File: src/rtl/neuron_mac_seq.sv
// neuron_mac_seq: computes one neuron's weighted sum by walking the weight
// ROM and the activation buffer, one signed product per cycle. The sum is
// rescaled to N-bit Q format, saturated, optionally passed through ReLU, and
// presented on a valid/ready output.
//
// Ports:
//   clk, rst_n          clock, asynchronous active-low reset
//   start, w_base       launch request and first weight address (sampled on accept)
//   rom_addr, rom_data  weight ROM address and signed weight (1-cycle latency)
//   act_addr, act_data  activation index and signed activation (1-cycle latency)
//   busy                high from accepted start until the result is taken
//   out_data, out_valid saturated result and its valid flag
//   out_ready           downstream accept
module neuron_mac_seq #(
  parameter int N      = 8,
  parameter int Q      = 7,
  parameter int NUM_IN = 16,
  parameter int ACC_W  = 2*N+8,
  parameter int RELU   = 0
) (
  input  logic         clk,
  input  logic         rst_n,
  input  logic         start,
  input  logic [7:0]   w_base,
  output logic [7:0]   rom_addr,
  input  logic [N-1:0] rom_data,
  output logic [7:0]   act_addr,
  input  logic [N-1:0] act_data,
  output logic         busy,
  output logic [N-1:0] out_data,
  output logic         out_valid,
  input  logic         out_ready
);

  typedef enum logic [1:0] {IDLE, RUN, DRAIN, OUT} state_e;

  localparam logic [7:0] LAST_CNT = 8'(NUM_IN - 1);
  localparam logic signed [ACC_W-1:0] SAT_MAX = {{(ACC_W-N+1){1'b0}}, {(N-1){1'b1}}};
  localparam logic signed [ACC_W-1:0] SAT_MIN = {{(ACC_W-N+1){1'b1}}, {(N-1){1'b0}}};
  localparam logic [N-1:0] OUT_MAX = {1'b0, {(N-1){1'b1}}};
  localparam logic [N-1:0] OUT_MIN = {1'b1, {(N-1){1'b0}}};

  state_e                   state_q, state_d;
  logic [7:0]               rom_addr_q, rom_addr_d;
  logic [7:0]               act_addr_q, act_addr_d;
  logic [7:0]               cnt_q, cnt_d;
  logic signed [ACC_W-1:0]  acc_q, acc_d;
  logic                     busy_q, busy_d;
  logic                     out_valid_q, out_valid_d;
  logic [N-1:0]             out_data_q, out_data_d;

  logic signed [2*N-1:0]    w_ext, a_ext, prod;
  logic signed [ACC_W-1:0]  prod_ext, shifted;
  logic [N-1:0]             result;

  // Datapath: signed product, rescale, saturate, optional ReLU.
  always_comb begin
    w_ext    = {{N{rom_data[N-1]}}, rom_data};
    a_ext    = {{N{act_data[N-1]}}, act_data};
    prod     = w_ext * a_ext;
    prod_ext = {{(ACC_W-2*N){prod[2*N-1]}}, prod};
    shifted  = acc_q >>> Q;
    if (shifted > SAT_MAX) begin
      result = OUT_MAX;
    end else if (shifted < SAT_MIN) begin
      result = OUT_MIN;
    end else begin
      result = shifted[N-1:0];
    end
    if (RELU != 0 && result[N-1]) begin
      result = '0;
    end
  end

  always_comb begin
    state_d     = state_q;
    rom_addr_d  = rom_addr_q;
    act_addr_d  = act_addr_q;
    cnt_d       = cnt_q;
    acc_d       = acc_q;
    busy_d      = busy_q;
    out_valid_d = out_valid_q;
    out_data_d  = out_data_q;
    unique case (state_q)
      IDLE: begin
        if (start) begin
          acc_d      = '0;
          rom_addr_d = w_base;
          act_addr_d = '0;
          cnt_d      = '0;
          busy_d     = 1'b1;
          state_d    = (NUM_IN == 1) ? DRAIN : RUN;
        end
      end
      RUN: begin
        // Data arriving now belongs to the address issued last cycle; the
        // last address is issued on the edge that moves us to DRAIN.
        acc_d      = acc_q + prod_ext;
        rom_addr_d = rom_addr_q + 8'd1;
        act_addr_d = act_addr_q + 8'd1;
        cnt_d      = cnt_q + 8'd1;
        if (cnt_d == LAST_CNT) begin
          state_d = DRAIN;
        end
      end
      DRAIN: begin
        acc_d   = acc_q + prod_ext;
        state_d = OUT;
      end
      OUT: begin
        // First cycle in OUT registers the result; afterwards hold until taken.
        if (!out_valid_q) begin
          out_valid_d = 1'b1;
          out_data_d  = result;
        end else if (out_ready) begin
          out_valid_d = 1'b0;
          busy_d      = 1'b0;
          state_d     = IDLE;
        end
      end
      default: state_d = IDLE;
    endcase
  end

  always_ff @(posedge clk or negedge rst_n) begin
    if (!rst_n) begin
      state_q     <= IDLE;
      rom_addr_q  <= '0;
      act_addr_q  <= '0;
      cnt_q       <= '0;
      acc_q       <= '0;
      busy_q      <= 1'b0;
      out_valid_q <= 1'b0;
      out_data_q  <= '0;
    end else begin
      state_q     <= state_d;
      rom_addr_q  <= rom_addr_d;
      act_addr_q  <= act_addr_d;
      cnt_q       <= cnt_d;
      acc_q       <= acc_d;
      busy_q      <= busy_d;
      out_valid_q <= out_valid_d;
      out_data_q  <= out_data_d;
    end
  end

  assign rom_addr  = rom_addr_q;
  assign act_addr  = act_addr_q;
  assign busy      = busy_q;
  assign out_valid = out_valid_q;
  assign out_data  = out_data_q;

endmodule

File: config.mk
export PLATFORM = sky130hd
export DESIGN_NAME = neuron_mac_seq
export DESIGN_NICKNAME = d
export VERILOG_FILES = /design/src/rtl/neuron_mac_seq.sv
export SDC_FILE = /design/constraint.sdc
export NUM_CORES = 1
export LEC_CHECK = 0
export BUFFER_PORTS_ARGS = -buffer_cell sky130_fd_sc_hd__buf_2
export CAP_MARGIN = 10
export CELL_PAD_IN_SITES_DETAIL_PLACEMENT = 1
export CELL_PAD_IN_SITES_GLOBAL_PLACEMENT = 1
export CORE_UTILIZATION = 53
export CTS_CLUSTER_DIAMETER = 30
export DETAILED_ROUTE_END_ITERATION = 10
export HOLD_SLACK_MARGIN = 0.03
export PLACE_DENSITY = 0.95
export SLEW_MARGIN = 5
export SYNTH_ARGS = -nofsm -noshare
export SYNTH_HDL_FRONTEND = slang
export SYNTH_SLANG_ARGS = --single-unit
File: constraint.sdc
create_clock -name clk -period 9.1 [get_ports clk]
set_clock_uncertainty 0.05 [all_clocks]
set_input_delay 0.455 -clock clk [delete_from_list [all_inputs] [get_ports clk]]
set_output_delay 0.455 -clock clk [all_outputs]
set_load 0.1 [all_outputs]
==> results of run 1 <==
## cell usage in the layout (no fill, tap or decap), types with 8 or more instances in the layout
cell         n
a21oi_1     22
and2_1      36
and3_1       8
o21ai_0     48
inv_1      107
nor2_1      28
nand2_1     72
nand3_1     22
xor2_1      14
fa_1       104
dfrtp_1     60
ha_1        62
xnor2_1     16
clkbuf_16    9
buf_2       53
## path summary, 6_finish.rpt
kind | from | end | slack [ns] | cells past startpoint
worst max-delay path | act_data[1] | acc_q[20]$_DFFE_PN0P_ | 3.20 | 16
worst min-delay path | rst_n | rom_addr[2]$_DFFE_PN0P_ | 0.23 | 2
worst max register to register | acc_q[6]$_DFFE_PN0P_ | acc_q[22]$_DFFE_PN0P_ | 3.81 | 17
worst min register to register | acc_q[6]$_DFFE_PN0P_ | acc_q[6]$_DFFE_PN0P_ | 0.45 | 2
max in group asynchronous | rst_n | out_valid$_DFFE_PN0P_ | 8.25 | 2
min in group clk | w_base[1] | rom_addr[1]$_DFFE_PN0P_ | 0.39 | 3
## layer usage
layer	track usage	vias to the layer above	part of all wire
met4	0.176	0	0.052
met3	0.0489	87	0.033
met1	0.364	2951	0.37
met2	0.610	185	0.54
li1	-	2469	-
met5	0	-	0
## flip-flops by register name, indices dropped and copies added (netlist names)
register / cells
out_valid: 1
state_q: 2
cnt_q: 8
act_addr: 8
busy: 1
out_data: 8
acc_q: 24
rom_addr: 8
## kinds of logic after synthesis
kind of cell    synth area share
compound gates             0.124
fa+ha+maj                  0.408
simple gates               0.140
mux                      0.00894
buf+inv                   0.0656
xor+xnor                  0.0376
flops                      0.215
## layout make-up
cell class	count	share of cell area
timing repair buffer	55	0.0363
multi-input combinational	536	0.653
clock buffer	9	0.0292
tap	172	0.0279
inverter	108	0.0525
sequential	60	0.195
clock inverter	7	0.00665
## stage by stage
stage / util / area, µm² / worst slack, ns
after global placement: 0.585 / 7440 / 3.22
final: 0.607 / 7720 / 3.20
after global routing: 0.607 / 7720 / 2.97
after floorplan: - / 7000 / 3.51
after CTS: 0.607 / 7720 / 3.17
after detailed placement: 0.585 / 7440 / 2.90
## worst max-delay path, cell delays in order
cell and delay (ns):
buf_2 0.18, and2_1 0.89, fa_1 0.57, inv_1 0.12, fa_1 0.47, inv_1 0.10, fa_1 0.45, fa_1 0.52
ha_1 0.33, ha_1 0.41, and4_1 0.33, nand3_1 0.22, o2111a_1 0.34, o31ai_1 0.39, xnor2_1 0.18, o21ai_1 0.08
==> results.ini, run 1 <==
[floorplan]
pin_count = 54
die-area_mm2 = 0.0137
design.core.area_mm2 = 0.0127
rows = 41
die_x_um = 117
die_h_um = 117
start_util = 0.550

[cts]
cts.hold.buffers_added = 0
cts_buffers = 9
cts_sinks = 60
cts_buffer_depth = 2
cts_max_level = 3
clock_latency_ns = 0.34
path_clk_slew_ns = 0.06
cts_resized = 0
cts-root-buf = clkbuf_16
cts_tree = built
postCtsSetupRepairBufs = 0

[yosys]
synth_cells = 718
synth_area_per_cell_um2 = 9.74
synth_nets = 912
synth_area_mm2 = 0.00700
synthFlopType = dfrtp_1
synth_top_area_cell = fa_1
synth_edf_count = 0
synth_top_area_frac = 0.298
synth_common_cells = inv_1, fa_1, nand2_1
seq_area_frac_synth = 0.215
yosysMostFrequentCell = inv_1
yosys_warnings = 0
yosys_register_bits = 60
yosysUniqueCellTypes = 55
ys_top_cells_by_area = fa_1, dfrtp_1, ha_1
synthArstFlopShare = 1.00

[outcome]
status = finished, final reports clean

[setup_path]
arrival_ns = 6.04
end_kind = register
path_class = primary input to register
start_kind = primary input
cp.required_ns = 9.24
crit_fanout = 16

[global_routing]
grt_first_pass_wirelength_um = 33500
antenna_found_initial = 0
grt_pass1_vias = 6470
grtUsageTotal = 0.329
gr-total-overflow = 0
grt_max_degree = 61

[sta]
fin_crit_ns = 5.90
slew_headroom = 0.262
timing.final.crit_share = 0.648
max_freq_ghz = 0.170
report.final.slew_viol_count = 0
rsz0062_at_grt = no
tightest_slew_ns = 1.11
whs_ns = 0.231
setup_viol = 0
tns_ns = 0
hold_violations = 0

[detailed_routing]
wl_per_cell_um = 21.9
vias = 5692
finalWirelength_um = 20700
drt_iter0_drc = 313
vias_per_cell = 6.01
antenna_left = 0
drc = 0
firstDrtPassIters = 5

[layout]
instances_no_fill = 947
seq_area_mm2 = 0.00150
layout.nets = 964
num-fill-cells = 1458
areaGrowthSynthToFinish_pct = 10.3
drive_gt1_frac = 0.106
antenna_cells = 0
multiInputGateArea_mm2 = 0.00504

[flow_run]
maxCapViolCount = 0

[placed_design]
routabilityCongestion = 0.838
port_buffers = 53
dp.cells = 931
place_hpwl_um = 15600

[worst_hold_path]
min_path_type = primary input to asynchronous set/reset pin

Power of run 1 is left out: the tool's default activity adds up to more than one toggle a clock period on the data nets, which glitch-free logic cannot reach.
==> run 2, diff against run 1 <==
Settings changed: ABC_AREA from default to 1, CORE_UTILIZATION 53 to 47, PLACE_DENSITY 0.95 to 0.92.
Clock period 9.1 ns to 5.5 ns, I/O delays scaled along.
==> results.ini, run 2 <==
[detailed_routing]
antenna_left = 0
finalWirelength_um = 21500
wl_per_cell_um = 17.4
drt_iter0_drc = 280
drc = 0
vias = 6486
firstDrtPassIters = 4
vias_per_cell = 5.25

[global_routing]
grtUsageTotal = 0.283
use_met2 = 0.506
grt_pass1_vias = 7158
grt_max_degree = 61
grt_first_pass_wirelength_um = 36100
gr-total-overflow = 0
grt_busiest_layer = met2
antenna_found_initial = 0
gr-usage-met3 = 0.0351
use_met1 = 0.356

[yosys]
yosys_warnings = 0
synth_common_cells = nand2_1, inv_1, fa_1
synth_top_area_cell = fa_1
ys_top_cells_by_area = fa_1, dfrtp_1, nand2_1
yosysMostFrequentCell = nand2_1
synthFlopType = dfrtp_1
synth_nets = 1162
synth_area_mm2 = 0.00765
yosys_register_bits = 60
synthArstFlopShare = 1.00
synth_top_area_frac = 0.272
seq_area_frac_synth = 0.196
yosysUniqueCellTypes = 44
synth_edf_count = 0
synth_cells = 968
synth_area_per_cell_um2 = 7.90

[layout]
mostFrequentLayoutCell = nand2_1
instances_no_fill = 1236
layout.nets = 1209
areaGrowthSynthToFinish_pct = 9.67
largest_reg_flops = 24
antenna_cells = 0
final_cell_mix = nand2_1, inv_1, fa_1
regMostFlops = acc_q
drive_gt1_frac = 0.121

[setup_path]
r2r_cells = 20
r2r_start = acc_q[6]$_DFFE_PN0P_
end_kind = register
setup.worst_path.end = acc_q[23]$_DFFE_PN0P_
crit_fanout = 16
r2r-end = acc_q[21]$_DFFE_PN0P_
startpoint = rom_data[7]
path_class = primary input to register
crit_slowest_cell = inv_1
arrival_ns = 5.08
r2r_slack_ns = 0.91
cp_common_cell = nand2_1
crit_path_cell_trace = buf_2 -> nand2_1 -> inv_1 -> fa_1 -> inv_1 -> fa_1 -> inv_1 -> fa_1 -> fa_1 -> ha_1 -> ha_1 -> nand2_1 -> nand2_1 -> a21oi_2 -> nand2_1 -> nand2_1 -> nand2_1 -> nor2_1 -> nand2_1 -> nand3_1 -> nand2_1
start_kind = primary input
cp.required_ns = 5.67
max_stage_delay_ns = 0.71

[cts]
cts-root-buf = clkbuf_16
cts_buffers = 9
postCtsSetupRepairBufs = 0
cts.hold.buffers_added = 0
cts_tree = built
cts_resized = 0
cts_sinks = 60
cts_buffer_depth = 2
path_clk_slew_ns = 0.05
cts_max_level = 3
clock_latency_ns = 0.33

[floorplan]
pin_count = 54
die_x_um = 130
start_util = 0.481
die-area_mm2 = 0.0168
rows = 46
die_h_um = 130
design.core.area_mm2 = 0.0159

[placed_design]
port_buffers = 53
dp.cells = 1220
place_hpwl_um = 17800
routabilityCongestion = 0.879

[sta]
hold_violations = 0
setup_viol = 0
report.final.slew_viol_count = 0
rsz0062_at_grt = no
tns_ns = 0
timing.final.crit_share = 0.893
max_freq_ghz = 0.204
slew_headroom = 0.348
fin_crit_ns = 4.91
tightest_slew_ns = 0.976

[flow_run]
maxCapViolCount = 0

[outcome]
status = finished, final reports clean

[worst_hold_path]
min_path_type = primary input to asynchronous set/reset pin

-- run 2: changes by cell type in the layout (fill, tap and decap cells not counted), sizes merged, moves of 6 or more --
cell and change:
a21oi +18, o21ai -18, nor2 +34, and2 -35, xnor2 -14, and3 -7
nand3 +20, nand2 +200, xor2 -8, nand2b -6, inv +96
-- run 2: cell families after synthesis --
logic type,synth area share
buffers and inverters,0.115
AO/OA/AOI/OAI,0.0753
XOR/XNOR,0.00916
adder cells (fa/ha/maj),0.374
AND/OR/NAND/NOR,0.230
flip-flops,0.196
-- run 2: critical path, delay by kind of cell --
kind	cells	cell delay, ns
fa+ha+maj	6	2.73
simple gates	10	0.81
compound gates	1	0.21
buf+inv	4	1.06
-- run 2: area by class of cell --
class	count	area, µm²
inverters	209	785
flip-flops and latches	60	1500
repair buffers	58	303
fillers	2024	7500
multi-input cells	677	5260
clock buffers	12	236
well taps	216	270
clock inverters	4	26.3
-- run 2: how the worst min path moves through the flow --
stage / startpoint / end / slack (ns) / cells after the start
3_5_place_dp: rst_n / rom_addr[0]$_DFFE_PN0P_ / 0.44 / 2
6_report: rst_n / rom_addr[0]$_DFFE_PN0P_ / 0.05 / 2
5_1_grt: rst_n / rom_addr[1]$_DFFE_PN0P_ / 0.14 / 2
4_1_cts: rst_n / act_addr[7]$_DFFE_PN0P_ / 0.1 / 2
3_3_place_gp: out_data[7]$_DFFE_PN0P_ / out_data[7]$_DFFE_PN0P_ / 0.43 / 2
2_1_floorplan: rst_n / acc_q[0]$_DFFE_PN0P_ / -0.07 / 0
-- run 2: per-stage QoR --
stage          utilization  setup slack (ns)  hold WS (ns)  cell area [µm²]
4_1_cts              0.528             0.576        0.0960             8390
2_1_floorplan            -             0.757       -0.0706             7650
3_5_place_dp         0.511             0.260         0.440             8120
6_report             0.528             0.587        0.0498             8390
3_3_place_gp         0.511             0.435         0.431             8120
5_1_grt              0.528             0.273         0.137             8390
-- run 2: metal layers --
| metal | wire length, µm | vias up |
|---|---|---|
| li1 | - | 3043 |
| met4 | 416 | 0 |
| met3 | 779 | 39 |
| met2 | 11100 | 132 |
| met5 | 0 | - |
| met1 | 9200 | 3272 |
Power of run 2 is left out for the same reason.
==> run 3, diff against run 2 <==
Settings changed: MAX_ROUTING_LAYER from default to met4.
==> results.ini, run 3 (synthesis results as in run 2) <==
[outcome]
status = finished, final reports clean

[sta]
hold_violations = 0
timing.final.crit_share = 0.890
tightest_slew_ns = 0.981
fin_crit_ns = 4.89
report.final.slew_viol_count = 0
slew_headroom = 0.345
rsz0062_at_grt = no
setup_viol = 0
max_freq_ghz = 0.204
whs_ns = 0.0541
tns_ns = 0

[placed_design]
place_hpwl_um = 17800
port_buffers = 53
routabilityCongestion = 0.893

[layout]
largest_reg_flops = 24
mostFrequentLayoutCell = nand2_1
drive_gt1_frac = 0.121
layout.nets = 1209
antenna_cells = 0
areaGrowthSynthToFinish_pct = 9.67
regMostFlops = acc_q
final_cell_mix = nand2_1, inv_1, fa_1

[setup_path]
worst-path-buf-inv = 4
crit_fanout = 16
cp_common_cell = nand2_1
r2r_slack_ns = 0.92
cp_top_family = adder cells
cp.required_ns = 5.67
r2r-end = acc_q[18]$_DFFE_PN0P_
path_class = primary input to register
r2r_start = acc_q[4]$_DFFE_PN0P_
crit_slowest_cell = inv_1
start_kind = primary input
end_kind = register
crit_path_cell_trace = buf_2 -> nand2_1 -> inv_1 -> fa_1 -> inv_1 -> fa_1 -> inv_1 -> fa_1 -> fa_1 -> ha_1 -> ha_1 -> nand2_1 -> nand2_1 -> a21oi_2 -> nand2_1 -> nand2_1 -> nand2_1 -> nor2_1 -> nand2_1 -> nand3_1 -> nand2_1
arrival_ns = 5.07
r2r_cells = 22
max_stage_delay_ns = 0.71

[detailed_routing]
finalWirelength_um = 21400
drt_iter0_drc = 322
antenna_left = 0
drc = 0
vias_per_cell = 5.25
firstDrtPassIters = 4
wl_per_cell_um = 17.3
vias = 6483

[cts]
cts_tree = built
cts-root-buf = clkbuf_16
cts_resized = 0
cts_max_level = 3
cts_sinks = 60
cts.hold.buffers_added = 0
cts_buffer_depth = 2
path_clk_slew_ns = 0.05
postCtsSetupRepairBufs = 0
cts_buffers = 9
clock_latency_ns = 0.34

[floorplan]
die_h_um = 130
die-area_mm2 = 0.0168
start_util = 0.481
design.core.area_mm2 = 0.0159
pin_count = 54
die_x_um = 130
rows = 46

[global_routing]
grt_first_pass_wirelength_um = 36100
grt_max_degree = 61
antenna_found_initial = 0
grt_pass1_vias = 7168
gr-total-overflow = 0
grtUsageTotal = 0.291

[worst_hold_path]
min_path_type = primary input to asynchronous set/reset pin

[flow_run]
maxCapViolCount = 0

-- run 3: cell counts in the layout (fill, tap and decap cells not counted) --
No cell type changed its count.
-- run 3: final cells by class --
cell class              count  area (µm²)
clock buffers              12         236
repair buffers             58         303
fillers                  2024        7500
multi-input cells         677        5260
clock inverters             4        26.3
inverters                 209         785
flip-flops and latches     60        1500
well taps                 216         270
-- run 3: per-stage QoR --
step | cell area (µm²) | setup WS [ns] | utilization | cells
after global placement | 8120 | 0.435 | 0.511 | 1220
after global routing | 8390 | 0.273 | 0.528 | 1236
after detailed placement | 8120 | 0.260 | 0.511 | 1220
after CTS | 8390 | 0.576 | 0.528 | 1236
after floorplan | 7650 | 0.757 | - | 968
final | 8390 | 0.605 | 0.528 | 1236
-- run 3: worst max-delay path by stage --
stage	start	slack, ns	endpoint	cells past startpoint
after floorplan	act_data[2]	0.76	acc_q[23]$_DFFE_PN0P_	22
after global placement	rom_data[7]	0.44	acc_q[21]$_DFFE_PN0P_	20
after detailed placement	rom_data[7]	0.26	acc_q[21]$_DFFE_PN0P_	20
after CTS	rom_data[7]	0.58	acc_q[23]$_DFFE_PN0P_	21
after global routing	rom_data[7]	0.27	acc_q[23]$_DFFE_PN0P_	21
final	rom_data[7]	0.61	acc_q[23]$_DFFE_PN0P_	21
-- run 3: routing by layer --
| layer | GRT usage | up-vias | wire, µm |
|---|---|---|---|
| met2 | 0.507 | 127 | 11200 |
| met5 | - | - | 0 |
| li1 | - | 3041 | - |
| met1 | 0.355 | 3282 | 9130 |
| met3 | 0.0347 | 33 | 796 |
| met4 | 0.0869 | 0 | 340 |
-- run 3: worst register-to-register path: stages, from the launching register on --
cell and delay (ns):
dfrtp_1 0.32, inv_1 0.08, fa_1 0.55, inv_1 0.06
fa_1 0.45, ha_1 0.28, inv_1 0.05, fa_1 0.54
inv_1 0.05, ha_1 0.30, ha_1 0.28, inv_1 0.13
fa_1 0.42, inv_1 0.11, nand3_1 0.10, nand3_2 0.13
nand2_1 0.06, nand2_1 0.14, nand3_1 0.12, nand2_1 0.08
nand2_1 0.05, nand3_1 0.07, nand2_1 0.06
Power of run 3 is left out for the same reason.
